--- src/rtl/layer_compositor.sv ---
`default_nettype none
// ============================================================================
//  Module   : layer_compositor
//  Purpose  : Per-pixel colour compositor. Resolves NUM_LAYERS sprite-hit
//             flags by fixed priority (layer 0 highest) and colours the
//             winner from a writable palette or the texture input. It then
//             selects screen content by game mode, applies a per-frame fade
//             between mode screens, and draws the mouse cursor on top.
//             Two-stage pipeline: pixel inputs at cycle t reach VGA_* at t+2.
//  Ports    : Clk, Reset (sync, active-high)
//             frame_start                 - fade step pulse, once per frame
//             DrawX/DrawY, mouse_x/mouse_y - pixel and cursor coordinates
//             layer_hit, tex_rgb          - sprite hit flags, texture colour
//             start/ingame/gameover_signal - requested screen
//             leftButton, rightButton     - cursor colour select
//             pal_we/pal_addr/pal_data    - palette write port
//             VGA_R/G/B                   - registered output colour
//             fading                      - fade in progress
//  Revision : 1.0  initial release
// ============================================================================
module layer_compositor #(
  parameter int                      NUM_LAYERS  = 24,
  parameter int                      CW          = 8,
  parameter int                      FADE_BITS   = 4,
  parameter int                      CURSOR_HALF = 3,
  parameter logic [NUM_LAYERS-1:0]   LAYER_TEX   = NUM_LAYERS'(3),
  parameter logic [3*CW-1:0]         BG_RGB      = (3*CW)'(24'h808080),
  parameter logic [3*CW-1:0]         START_RGB   = (3*CW)'(24'h6600FF),
  parameter logic [3*CW-1:0]         OVER_RGB    = (3*CW)'(24'h000000),
  localparam int                     AW = (NUM_LAYERS > 1) ? $clog2(NUM_LAYERS) : 1
) (
  input  logic                  Clk,
  input  logic                  Reset,
  input  logic                  frame_start,
  input  logic [9:0]            DrawX,
  input  logic [9:0]            DrawY,
  input  logic [NUM_LAYERS-1:0] layer_hit,
  input  logic [3*CW-1:0]       tex_rgb,
  input  logic                  start_signal,
  input  logic                  ingame_signal,
  input  logic                  gameover_signal,
  input  logic [9:0]            mouse_x,
  input  logic [9:0]            mouse_y,
  input  logic                  leftButton,
  input  logic                  rightButton,
  input  logic                  pal_we,
  input  logic [AW-1:0]         pal_addr,
  input  logic [3*CW-1:0]       pal_data,
  output logic [CW-1:0]         VGA_R,
  output logic [CW-1:0]         VGA_G,
  output logic [CW-1:0]         VGA_B,
  output logic                  fading
);

  localparam logic [1:0] S_IDLE     = 2'd0;
  localparam logic [1:0] S_FADE_OUT = 2'd1;
  localparam logic [1:0] S_FADE_IN  = 2'd2;

  localparam logic [1:0] M_GAME  = 2'd0;
  localparam logic [1:0] M_START = 2'd1;
  localparam logic [1:0] M_OVER  = 2'd2;

  localparam logic [FADE_BITS:0] c_LMAX = (FADE_BITS+1)'(2**FADE_BITS);
  localparam logic signed [10:0] c_CH   = 11'(CURSOR_HALF);

  // gameover_signal is implied: neither other request set means OVER
  logic w_unused_gameover;
  assign w_unused_gameover = gameover_signal;

  // ---------------- Palette ----------------
  logic [3*CW-1:0] r_pal [NUM_LAYERS];

  always_ff @(posedge Clk) begin
    for (int i = 0; i < NUM_LAYERS; i++) begin
      if (Reset)
        r_pal[i] <= '1;
      else if (pal_we && pal_addr == AW'(i))
        r_pal[i] <= pal_data;
    end
  end

  // ---------------- Stage A: priority resolve, cursor hit ----------------
  logic            w_any;
  logic [3*CW-1:0] w_col;

  // Scan from lowest priority upward so the lowest set index is assigned last.
  always_comb begin
    w_any = 1'b0;
    w_col = '0;
    for (int i = NUM_LAYERS-1; i >= 0; i--) begin
      if (layer_hit[i]) begin
        w_any = 1'b1;
        w_col = LAYER_TEX[i] ? tex_rgb : r_pal[i];
      end
    end
  end

  // Signed 11-bit differences so a cursor near 0 still hits pixels at 0.
  logic signed [10:0] w_dx, w_dy;
  logic               w_cur_hit;
  logic [3*CW-1:0]    w_cur_col;

  assign w_dx      = $signed({1'b0, DrawX}) - $signed({1'b0, mouse_x});
  assign w_dy      = $signed({1'b0, DrawY}) - $signed({1'b0, mouse_y});
  assign w_cur_hit = (w_dx < c_CH) && (w_dx > -c_CH) && (w_dy < c_CH) && (w_dy > -c_CH);
  assign w_cur_col = leftButton  ? (3*CW)'(24'hFF0000) :
                     rightButton ? (3*CW)'(24'h00FF00) : (3*CW)'(24'hCCCCCC);

  logic            r_any;
  logic [3*CW-1:0] r_col;
  logic            r_cur;
  logic [3*CW-1:0] r_cur_col;

  always_ff @(posedge Clk) begin
    if (Reset) begin
      r_any     <= 1'b0;
      r_col     <= '0;
      r_cur     <= 1'b0;
      r_cur_col <= '0;
    end else begin
      r_any     <= w_any;
      r_col     <= w_col;
      r_cur     <= w_cur_hit;
      r_cur_col <= w_cur_col;
    end
  end

  // ---------------- Mode / fade FSM ----------------
  logic [1:0]         r_state;
  logic [1:0]         r_shown;
  logic [FADE_BITS:0] r_lvl;
  logic [1:0]         w_req;

  assign w_req  = ingame_signal ? M_GAME : (start_signal ? M_START : M_OVER);
  // Asserted combinationally on the cycle a new request is first seen.
  assign fading = (r_state != S_IDLE) || (w_req != r_shown);

  always_ff @(posedge Clk) begin
    if (Reset) begin
      r_state <= S_IDLE;
      r_shown <= M_START;
      r_lvl   <= c_LMAX;
    end else begin
      case (r_state)
        S_IDLE: begin
          if (w_req != r_shown)
            r_state <= S_FADE_OUT;
        end
        S_FADE_OUT: begin
          if (frame_start) begin
            // Screen swaps on the step that reaches black.
            if (r_lvl <= (FADE_BITS+1)'(1)) begin
              r_lvl   <= '0;
              r_shown <= w_req;
              r_state <= S_FADE_IN;
            end else begin
              r_lvl <= r_lvl - 1'b1;
            end
          end
        end
        S_FADE_IN: begin
          // A new request reverses direction from the current level.
          if (w_req != r_shown) begin
            r_state <= S_FADE_OUT;
          end else if (frame_start) begin
            if (r_lvl >= c_LMAX - 1'b1) begin
              r_lvl   <= c_LMAX;
              r_state <= S_IDLE;
            end else begin
              r_lvl <= r_lvl + 1'b1;
            end
          end
        end
        default: r_state <= S_IDLE;
      endcase
    end
  end

  // ---------------- Stage B: mode, fade, cursor ----------------
  function automatic logic [CW-1:0] f_scale(input logic [CW-1:0] c,
                                            input logic [FADE_BITS:0] l);
    logic [CW+FADE_BITS:0] p;
    p = c * l;
    return CW'(p >> FADE_BITS);
  endfunction

  logic [3*CW-1:0] w_mode_rgb;

  always_comb begin
    w_mode_rgb = OVER_RGB;
    case (r_shown)
      M_GAME:  w_mode_rgb = r_any ? r_col : BG_RGB;
      M_START: w_mode_rgb = START_RGB;
      default: w_mode_rgb = OVER_RGB;
    endcase
  end

  always_ff @(posedge Clk) begin
    if (Reset) begin
      VGA_R <= '0;
      VGA_G <= '0;
      VGA_B <= '0;
    end else if (r_cur) begin
      {VGA_R, VGA_G, VGA_B} <= r_cur_col;
    end else begin
      VGA_R <= f_scale(w_mode_rgb[3*CW-1:2*CW], r_lvl);
      VGA_G <= f_scale(w_mode_rgb[2*CW-1:CW],   r_lvl);
      VGA_B <= f_scale(w_mode_rgb[CW-1:0],      r_lvl);
    end
  end

endmodule
`default_nettype wire

--- config.mk ---
export PLATFORM = sky130hd
export DESIGN_NAME = layer_compositor
export DESIGN_NICKNAME = d
export VERILOG_FILES = /design/src/rtl/layer_compositor.sv
export SDC_FILE = /design/constraint.sdc
export NUM_CORES = 1
export LEC_CHECK = 0
export ABC_AREA = 1
export CAP_MARGIN = 5
export CORE_MARGIN = 5
export CORE_UTILIZATION = 34
export DETAILED_ROUTE_END_ITERATION = 8
export SYNTH_ARGS = -nofsm -noshare
export SYNTH_HDL_FRONTEND = slang
export SYNTH_SLANG_ARGS = --single-unit
--- constraint.sdc ---
create_clock -name Clk -period 8.7 [get_ports Clk]
set_input_delay 0.87 -clock Clk [delete_from_list [all_inputs] [get_ports Clk]]
set_output_delay 0.87 -clock Clk [all_outputs]
set_load 0.1 [all_outputs]
---- Word-level counts from Yosys, hierarchy flattened ----
Memories as Yosys holds them, arrays and structs flattened.
Index checks and enable logic that the tools add are counted.
storage, ports and cells
  logic and storage cells ................. 288
  bits of input ports ..................... 126
  RAM bits ................................ 576
  register bits ........................... 83
  memories ................................ 1
memories
  name   words  bits a word  read ports  clocked after memory_dff  wr ports  line  source
  r_pal  24     24           22          0                         24        71    logic [3*CW-1:0] r_pal [NUM_LAYERS];
cells by class
  $mul .................................... 3
  order comparisons ....................... 6
  reductions and logical operators ........ 37
  $add $sub $neg .......................... 4
  mux-type cells .......................... 168
  equal/unequal tests ..................... 34
  bitwise gates (word level) .............. 24
operator list
  cell                                                                                 count
  24-bit two-way mux                                                                   51
  1-bit two-way mux                                                                    98
  24-bit case mux with 2 select lines                                                  1
  5-bit by 4-bit == test with 1-bit output, second input constant                      8
  5-bit == test, second input constant                                                 8
  8-bit by 5-bit multiplier with 12-bit output                                         3
  1-bit logical AND                                                                    27
  5-bit two-way mux                                                                    5
  8-bit two-way mux                                                                    3
  1-bit OR                                                                             24
  11-bit by 3-bit > comparator with 1-bit output, second input constant                2
  11-bit by 3-bit less-than comparator with 1-bit output, second input constant        2
  10-bit by 10-bit subtractor with 11-bit output                                       2
  5-bit by 3-bit == test with 1-bit output, second input constant                      4
  2-bit two-way mux                                                                    8
  5-bit by 2-bit == test with 1-bit output, second input constant                      2
  2-bit != test, second input constant                                                 5
  5-bit case mux with 2 select lines                                                   1
  3-bit != test, second input constant                                                 2
  2-bit case mux with 3 select lines                                                   1
  5-bit by 1-bit adder with 5-bit output, second input constant                        1
  5-bit by 1-bit == test with 1-bit output, second input constant                      1
  5-bit by 4-bit greater-or-equal comparator with 1-bit output, second input constant  1
  5-bit by 1-bit less-or-equal comparator with 1-bit output, second input constant     1
  other kinds (12)                                                                     15

---- Depth between registers and ports, before layout ----
Gate-level depths: netlist (run 1).
  depth in word-level cells ............... 24
  mapped depth ............................ 22
  mapped depth without buffers ............ 22

---- Least setup slack after synthesis (run 1) ----
OpenSTA, ideal clock, no wires.
  path type ............................... register to register
  start point ............................. register r_shown[1]
  end point ............................... register VGA_B[5]
  stages on the path, launching flop included .. 19
  period minus slack after synthesis ...... 3,886 ps
  data required time ...................... 8,587 ps
  arrival ................................. 3,773 ps
  setup time .............................. 113 ps
  slack ................................... 4,814 ps
  cell sequence ........................... dfxtp_1 > nor2_1 > buf_2 > a31oi_1 > inv_1 > nand2_1 > fa_1 > fa_1 > fa_1 > inv_1 > ha_1 > inv_1 > nor3_1 > a21oi_1 > or2_1 > o21ai_1 > nand2_1 > nand2_1 > nor2_1
on the way
  longest elaborated chain between the ends .. 4
  elaborated cells between the ends (all ways) .. 5
  classes of those cells .................. 1 x mul; 1 x eq/ne; 2 x mux; 1 x reduce/logical
RTL lines
  element                                                                        line  source
  from (decl)                                                                    130   logic [1:0] r_shown;
  from (signal assigned)                                                         154   r_shown <= w_req;
  2-bit by 1-bit == test with 1-bit output or 2-bit logical NOT (tied branches)  191   case (r_shown)
  24-bit case mux with 2 select lines (*)                                        191
  8-bit by 5-bit multiplier with 12-bit output (*)                               183   p = c * l;
  8-bit two-way mux (*)                                                          203   end else if (r_cur) begin
  to (signal assigned)                                                           204   {VGA_R, VGA_G, VGA_B} <= r_cur_col;
  to (signal assigned)                                                           208   VGA_B <= f_scale(w_mode_rgb[CW-1:0], r_lvl);
  to (decl)                                                                      51    output logic [CW-1:0] VGA_B,
Mark *: on every way between the ends. The rest lies on a longest branch, timed or not.
A chain may end at the register's enable or synchronous reset.

---- Final worst setup path (run 1) ----
  start point ............................. register r_lvl[2]
  end point ............................... register VGA_R[5]
on the way
  longest elaborated chain between the ends .. 2
RTL lines
  element                                       line  source
  from (decl)                                   131   logic [FADE_BITS:0] r_lvl;
  from (signal assigned)                        142   r_lvl <= c_LMAX;
  from (signal assigned)                        157   r_lvl <= r_lvl - 1'b1;
  from (signal assigned)                        167   r_lvl <= c_LMAX;
  8-bit by 5-bit multiplier with 12-bit output  183
  8-bit two-way mux                             203
  to (signal assigned)                          204
  to (signal assigned)                          206   VGA_R <= f_scale(w_mode_rgb[3*CW-1:2*CW], r_lvl);
  to (decl)                                     49    output logic [CW-1:0] VGA_R,
Every way passes these cells.

==> key figures, run 1 <==
Run status
  • Status: complete, no violations

Power
  • Sw Share: 27.9%
  • Leak Pwr: 12.9 nW
  • Clk pwr share: 37.5%
  • Overall power: 7.17 mW
  • Max VDD drop: 184 uV
  • Power per cell area: 207 nW/um2
  • Int Pwr: 5.17 mW
  • Comb pwr share: 16.0%
  • Reg power frac: 46.5%
  • Reported net switching power: 2.00 mW

STA
  • FMAX: 208 MHz
  • Worst Clk Skew: 0.0463 ns
  • Worst hold slack: 0.538 ns
  • Final period utilization: 55.2%
  • Total negative slack: 0 ns
  • Final-report hold violation count: 0
  • Period minus WS final: 4.80 ns
  • Slew Limit Fails: 0
  • Tightest Pin Transition: 1.22 ns
  • Worst slew margin: 18.7%
  • Endpoints failing setup: 0
  • Unrepaired setup endpoints after global routing: false

Global route
  • Gr ovfl total: 0
  • Global-route wire length before repair: 128,000 um
  • Largest net degree at the start of global routing: 55
  • Vias in the first global route: 21,700
  • Tot GR Track Use: 17.3%
  • Initial antenna violation count: 4

Critical path
  • Data required time of the worst path: 9.20 ns
  • Critical Path Sink Type: flop
  • CP Launch Point: r_lvl[2]$_SDFFE_PP0P_
  • WP data arrival: 5.30 ns
  • Critical-path maximum fanout: 17
  • Slowest CP cell: dfxtp_1
  • Reg2Reg Launch Point: r_lvl[2]$_SDFFE_PP0P_
  • Crit-path cells: clkinv_1 > or2_2 > fa_1 > fa_1 > fa_1 > inv_1 > ha_1 > a21oi_1 > o21ai_0 > a21o_1 > nand3_1 > nand2_1 > nand2_1 > nand3_1 > nand2_1
  • WS Path Type: flop to flop
  • Setup slack, reg-to-reg: 3.90 ns
  • Max stage delay on crit path: 0.81 ns
  • Crit start category: flop

CTS
  • Resize count post-CTS: 0
  • CTS root buffer: clkbuf_16
  • CTS sink count: 592
  • CTS Buffer Depth: 3
  • CTS tree: built
  • Postcts setup bufs: 0
  • CTS clk-pin slew, worst paths: 0.06 ns
  • Worst skew pair latency: 0.61 ns
  • H-tree depth: 3
  • Hold_buf cts: 0
  • TritonCTS Buffers: 66

Routing
  • Total number of vias: 22,600
  • Post-DR vias/cell: 5.03
  • Routed wire length: 83,800 um
  • Iter 0 DRT Violations: 2,404
  • DR pass1 iterations: 5
  • Final ANT Viol Nets: 0
  • Drt wl/cell: 18.7 um
  • Residual DRC: 0

Yosys
  • Avg Inst Size Synth: 9.36 um2
  • Syn Nets: 3,472
  • Yosys reg bits: 592
  • Post-synth EDFFs: 528
  • Top_reg_cell synth: edfxtp_1
  • Sequential fraction of the synthesis area: 56.9%
  • Netlist cell types: 51
  • Syn Std Cell Area: 30,100 um2
  • Yosys warnings: 0
  • Synth async-reset ratio: 0%
  • Post-synthesis instance total: 3,218

Floorplanning
  • Row Count: 109
  • Core area: 88,200 um2
  • Die area: 94,700 um2
  • IO Count: 151
  • Die height: 308 um
  • Initial Util: 34.1%
  • Die width: 308 um

Final layout
  • Share of cells above drive strength 1: 5.48%
  • Area growth from synthesis to layout: 14.9%
  • Final Core Density: 39.2%
  • Layout Nets: 3,531
  • Number of fillers in the final layout: 8,691

Placement
  • HPWL Detailed: 56,000 um
  • GPL Wtd Cong: 0.835
  • IO Port Bufs: 149

Min path
  • HP Start: r_cur_col[22]$_SDFF_PP0_
  • Hold WC Path Type: flop to flop

Run
  • Total of max-cap violations: 0
## power by group through the flow
stage                     clock network (mW)  logic [mW]  registers, mW
after global routing                    2.85        1.27           3.35
after floorplan                            0       0.641           3.54
after CTS                               2.73        1.15           3.33
after global placement                     0        1.14           3.39
after detailed placement                   0        1.15           3.39
final                                   2.69        1.15           3.33
## layout by cell type (no fill, tap or decap), types with 14 or more instances in the layout
master           Yosys  routed
a21oi_1            117     117
a221oi_1            88      88
a31oi_1             26      26
buf_4                0      35
clkbuf_1           156      14
clkbuf_16            0      67
clkdlybuf4s50_1      0     148
clkinv_1             6      14
dfxtp_1             64      64
edfxtp_1           528     528
fa_1                50      50
ha_1                78      78
inv_1              222     222
inv_2               20      21
nand2_1           1121    1121
nand3_1             76      76
nor2_1             343     342
nor3_1              69      69
o21ai_0             54      54
o21ai_1             30      30
o221a_2             14      14
xor2_1              24      24
## cell usage after synthesis, types with 3 or more instances
library cell	count	share of area, %
a211oi_1	6	0.15
a21oi_1	117	1.9
a221oi_1	88	2.6
a31oi_1	26	0.54
buf_1	5	0.062
buf_2	29	0.48
buf_6	3	0.11
clkbuf_1	156	1.9
clkinv_1	6	0.075
dfxtp_1	64	4.3
edfxtp_1	528	53
fa_1	50	3.3
ha_1	78	3.2
inv_1	222	2.8
inv_2	20	0.25
nand2_1	1121	14
nand3_1	76	1.3
nand3b_1	5	0.12
nand4_1	8	0.17
nor2_1	343	4.3
nor2_2	7	0.15
nor3_1	69	1.1
nor4_1	4	0.083
o21ai_0	54	0.90
o21ai_1	30	0.50
o21bai_1	13	0.32
o221a_1	8	0.30
o221a_2	14	0.52
o22ai_1	7	0.15
xnor2_1	10	0.29
xor2_1	24	0.70
## flip-flops by register name (all words and copies together), names as in the netlist
register	cells
r_state	2
VGA_B	8
r_any	1
r_col	24
VGA_R	8
r_shown	2
r_pal	528
r_cur	1
r_cur_col	5
r_lvl	5
VGA_G	8
## cell families after synthesis
logic type / after synthesis / synth area share, %
DFF: 592 / 56.9
xor gates and xnor gates: 34 / 0.988
buffers and inverters: 441 / 5.69
adders and majority gates: 128 / 6.56
and+or+nand+nor: 1648 / 21.6
AOI/OAI and AO/OA: 375 / 8.26
## area by class of cell
class,instances,area (um2),area share (%)
Antenna cell,1,2.50,0.00723
Sequential cell,592,17100,49.5
Timing Repair Buffer,184,1750,5.05
Inverter,248,931,2.69
Tap cell,1165,1460,4.21
Clock inverter,29,292,0.842
Clock buffer,83,1760,5.08
Multi-Input combinational cell,2185,11300,32.6
## routing by layer
metal	share of wire [%]	wire, um	global-route usage (%)	vias up
li1	-	-	-	10900
met1	45	37900	25.5	10800
met2	45	37500	26.6	760
met3	7.2	6000	2.71	131
met4	2.8	2350	4.65	2
met5	0.016	13	0	-
## through the flow
stage	cell area (um2)	cells	worst slack [ns]
6_report	34600	4487	3.90
5_1_grt	34600	4486	3.50
4_1_cts	34600	4486	3.92
3_5_place_dp	32600	4374	3.90
3_3_place_gp	32600	4374	3.90
2_1_floorplan	30100	3218	4.81
## worst max-delay path: cells and delay by family, from the launching register on
kind            cells  cell delay, ns
flops               1            0.81
buf+inv             2            0.74
fa+ha+maj           4            1.82
compound gates      3            0.50
simple gates        6            0.84
## worst paths after layout
| path | end | cells past startpoint |
|---|---|---|
| worst max-delay path | VGA_R[5]$_SDFF_PP0_ | 15 |
| worst min-delay path | VGA_R[6]$_SDFF_PP0_ | 2 |
| worst max register to register | VGA_R[5]$_SDFF_PP0_ | 15 |
| worst min register to register | VGA_R[6]$_SDFF_PP0_ | 2 |
(Power assumes the default switching activity.)
==> run 2: changes to the inputs <==
==> constraint.sdc (replaced) <==
create_clock -name Clk -period 4.2 [get_ports Clk]
set_input_delay 0.42 -clock Clk [delete_from_list [all_inputs] [get_ports Clk]]
set_output_delay 0.42 -clock Clk [all_outputs]
set_load 0.1 [all_outputs]
==> key figures, run 2 (same netlist as run 1, synthesis figures left out) <==
Run status
  • Status: complete, no violations

CTS
  • CTS clk-pin slew, worst paths: 0.06 ns
  • CTS sink count: 592
  • CTS root buffer: clkbuf_16
  • CTS tree: built
  • TritonCTS Buffers: 61
  • H-tree depth: 2
  • Hold_buf cts: 0
  • CTS Buffer Depth: 3
  • Worst skew pair latency: 0.65 ns

Global route
  • Met2 Use GR: 26.9%
  • GRT Max-Usage Layer: met2
  • Met3 global-route usage: 2.54%
  • Vias in the first global route: 21,600
  • Tot GR Track Use: 17.1%
  • Gr ovfl total: 0
  • Global-route wire length before repair: 127,000 um
  • Initial antenna violation count: 3
  • Largest net degree at the start of global routing: 37
  • GR Util met1: 25.0%

STA
  • Endpoints failing setup: 0
  • Final period utilization: 95.4%
  • Tightest Pin Transition: 1.27 ns
  • FMAX: 249 MHz
  • Period minus WS final: 4.01 ns
  • Unrepaired setup endpoints after global routing: true
  • Worst slew margin: 15.4%
  • Slew Limit Fails: 0
  • Final-report hold violation count: 0
  • Worst hold slack: 0.319 ns
  • Worst Clk Skew: 0.0512 ns

Power
  • Leak Pwr: 13.1 nW
  • Max VDD drop: 599 uV
  • Power per cell area: 423 nW/um2

Critical path
  • WS Path Type: flop to flop
  • Reg2Reg Launch Point: r_shown[1]$_SDFFE_PP0P_
  • Critical-path maximum fanout: 11
  • Data required time of the worst path: 4.69 ns
  • R2R cell count: 18
  • Crit start category: flop
  • CP Launch Point: r_shown[1]$_SDFFE_PP0P_
  • Critical Path Sink Type: flop
  • R2r endpoint: VGA_B[5]$_SDFF_PP0_
  • WP data arrival: 4.50 ns
  • Setup slack, reg-to-reg: 0.19 ns

Routing
  • Post-DR vias/cell: 4.96
  • Final ANT Viol Nets: 0
  • Iter 0 DRT Violations: 2,177
  • Total number of vias: 22,500
  • Residual DRC: 0
  • Drt wl/cell: 18.4 um
  • Routed wire length: 83,700 um
  • DR pass1 iterations: 5

Run
  • Total of max-cap violations: 0

Placement
  • Cell Area, Placed: 33,000 um2
  • HPWL Detailed: 57,500 um
  • IO Port Bufs: 149
  • GPL Wtd Cong: 0.825

Floorplanning
  • Die width: 308 um
  • IO Count: 151
  • Core area: 88,200 um2
  • Initial Util: 34.1%
  • Die height: 308 um
  • Die area: 94,700 um2
  • Row Count: 109

Final layout
  • Commonest non-fill, non-tap cell in the layout: nand2_1
  • Largest Register: r_pal
  • Max reg flops: 528
  • Final Cell Area: 35,000 um2
  • Share of cells above drive strength 1: 7.05%
  • Layout Nets: 3,582
  • Number of fillers in the final layout: 8,642
  • Top flop regs: r_pal x528, r_col x24
  • Area growth from synthesis to layout: 16.2%
  • Final Core Density: 39.7%
  • Most frequent cells in the layout: nand2_1, edfxtp_1, nor2_1

Min path
  • HP Start: Reset
  • Hold path depth: 3
  • Hold WC Path Type: input pin to flop
  • Hold EP: r_cur_col[21]$_SDFF_PP0_
[run 2: changes by cell type in the layout (fill, tap and decap cells not counted), moves of 4 or more]
| cell | delta |
|---|---|
| bufinv_16 | +4 |
| clkinv_1 | +6 |
| buf_4 | +57 |
| clkinv_2 | -4 |
| clkbuf_16 | -6 |
[run 2: repair_timing]
action | CTS | global route
setup buffers | 0 | 1
setup endpoints to repair | 0 | 10
resized for setup | 0 | 9
[run 2: critical path, stage by stage, from the launching register on]
cell      delay [ns]
dfxtp_1         0.39
nor2_1          0.07
buf_4           0.18
a31oi_1         0.21
nor2_1          0.09
fa_1            0.50
fa_1            0.51
inv_1           0.05
fa_1            0.47
inv_1           0.04
ha_1            0.34
nand2_1         0.10
o221ai_1        0.23
a21oi_1         0.09
or2_1           0.24
o21ai_1         0.17
nand2_1         0.07
nand2_1         0.06
nor2_1          0.04
[run 2: worst max-delay path by stage]
stage                                     end  slack, ns  cells past startpoint
after floorplan           VGA_B[5]$_SDFF_PP0_       0.31                     18
after global placement    VGA_R[5]$_SDFF_PP0_       0.17                     18
after detailed placement  VGA_R[5]$_SDFF_PP0_       0.12                     18
after CTS                 VGA_B[5]$_SDFF_PP0_       0.09                     18
after global routing      VGA_B[5]$_SDFF_PP0_      -0.01                     18
final                     VGA_B[5]$_SDFF_PP0_       0.19                     18
[run 2: cell type report]
class	count	area, um2	area share [%]
Multi-Input combinational cell	2185	11300	32.3
Sequential cell	592	17100	48.9
Tap cell	1165	1460	4.16
Antenna cell	1	2.50	0.00715
Inverter	248	931	2.66
Timing Repair Buffer	240	2170	6.19
Clock buffer	75	1580	4.51
Clock inverter	35	424	1.21
[run 2: per-layer routing]
layer  wire, um  part of all wire [%]
met1      37800                    45
met2      37900                    45
met3       5940                   7.1
met4       2110                   2.5
met5          0                     0
[run 2: power breakdown]
| group | total (mW) | internal [mW] | switching, mW |
|---|---|---|---|
| combinational | 2.45 | 0.757 | 1.69 |
| clock | 5.46 | 3.16 | 2.31 |
| sequential | 6.88 | 6.77 | 0.114 |
[run 2: stage by stage]
step | TNS [ns] | instances | total power [mW] | setup slack (ns)
after floorplan | 0 | 3218 | 8.66 | 0.314
after global placement | 0 | 4429 | 9.40 | 0.172
after detailed placement | 0 | 4429 | 9.43 | 0.122
after CTS | 0 | 4539 | 14.9 | 0.0861
after global routing | -0.0139 | 4540 | 15.4 | -0.00964
final | 0 | 4541 | 14.8 | 0.191
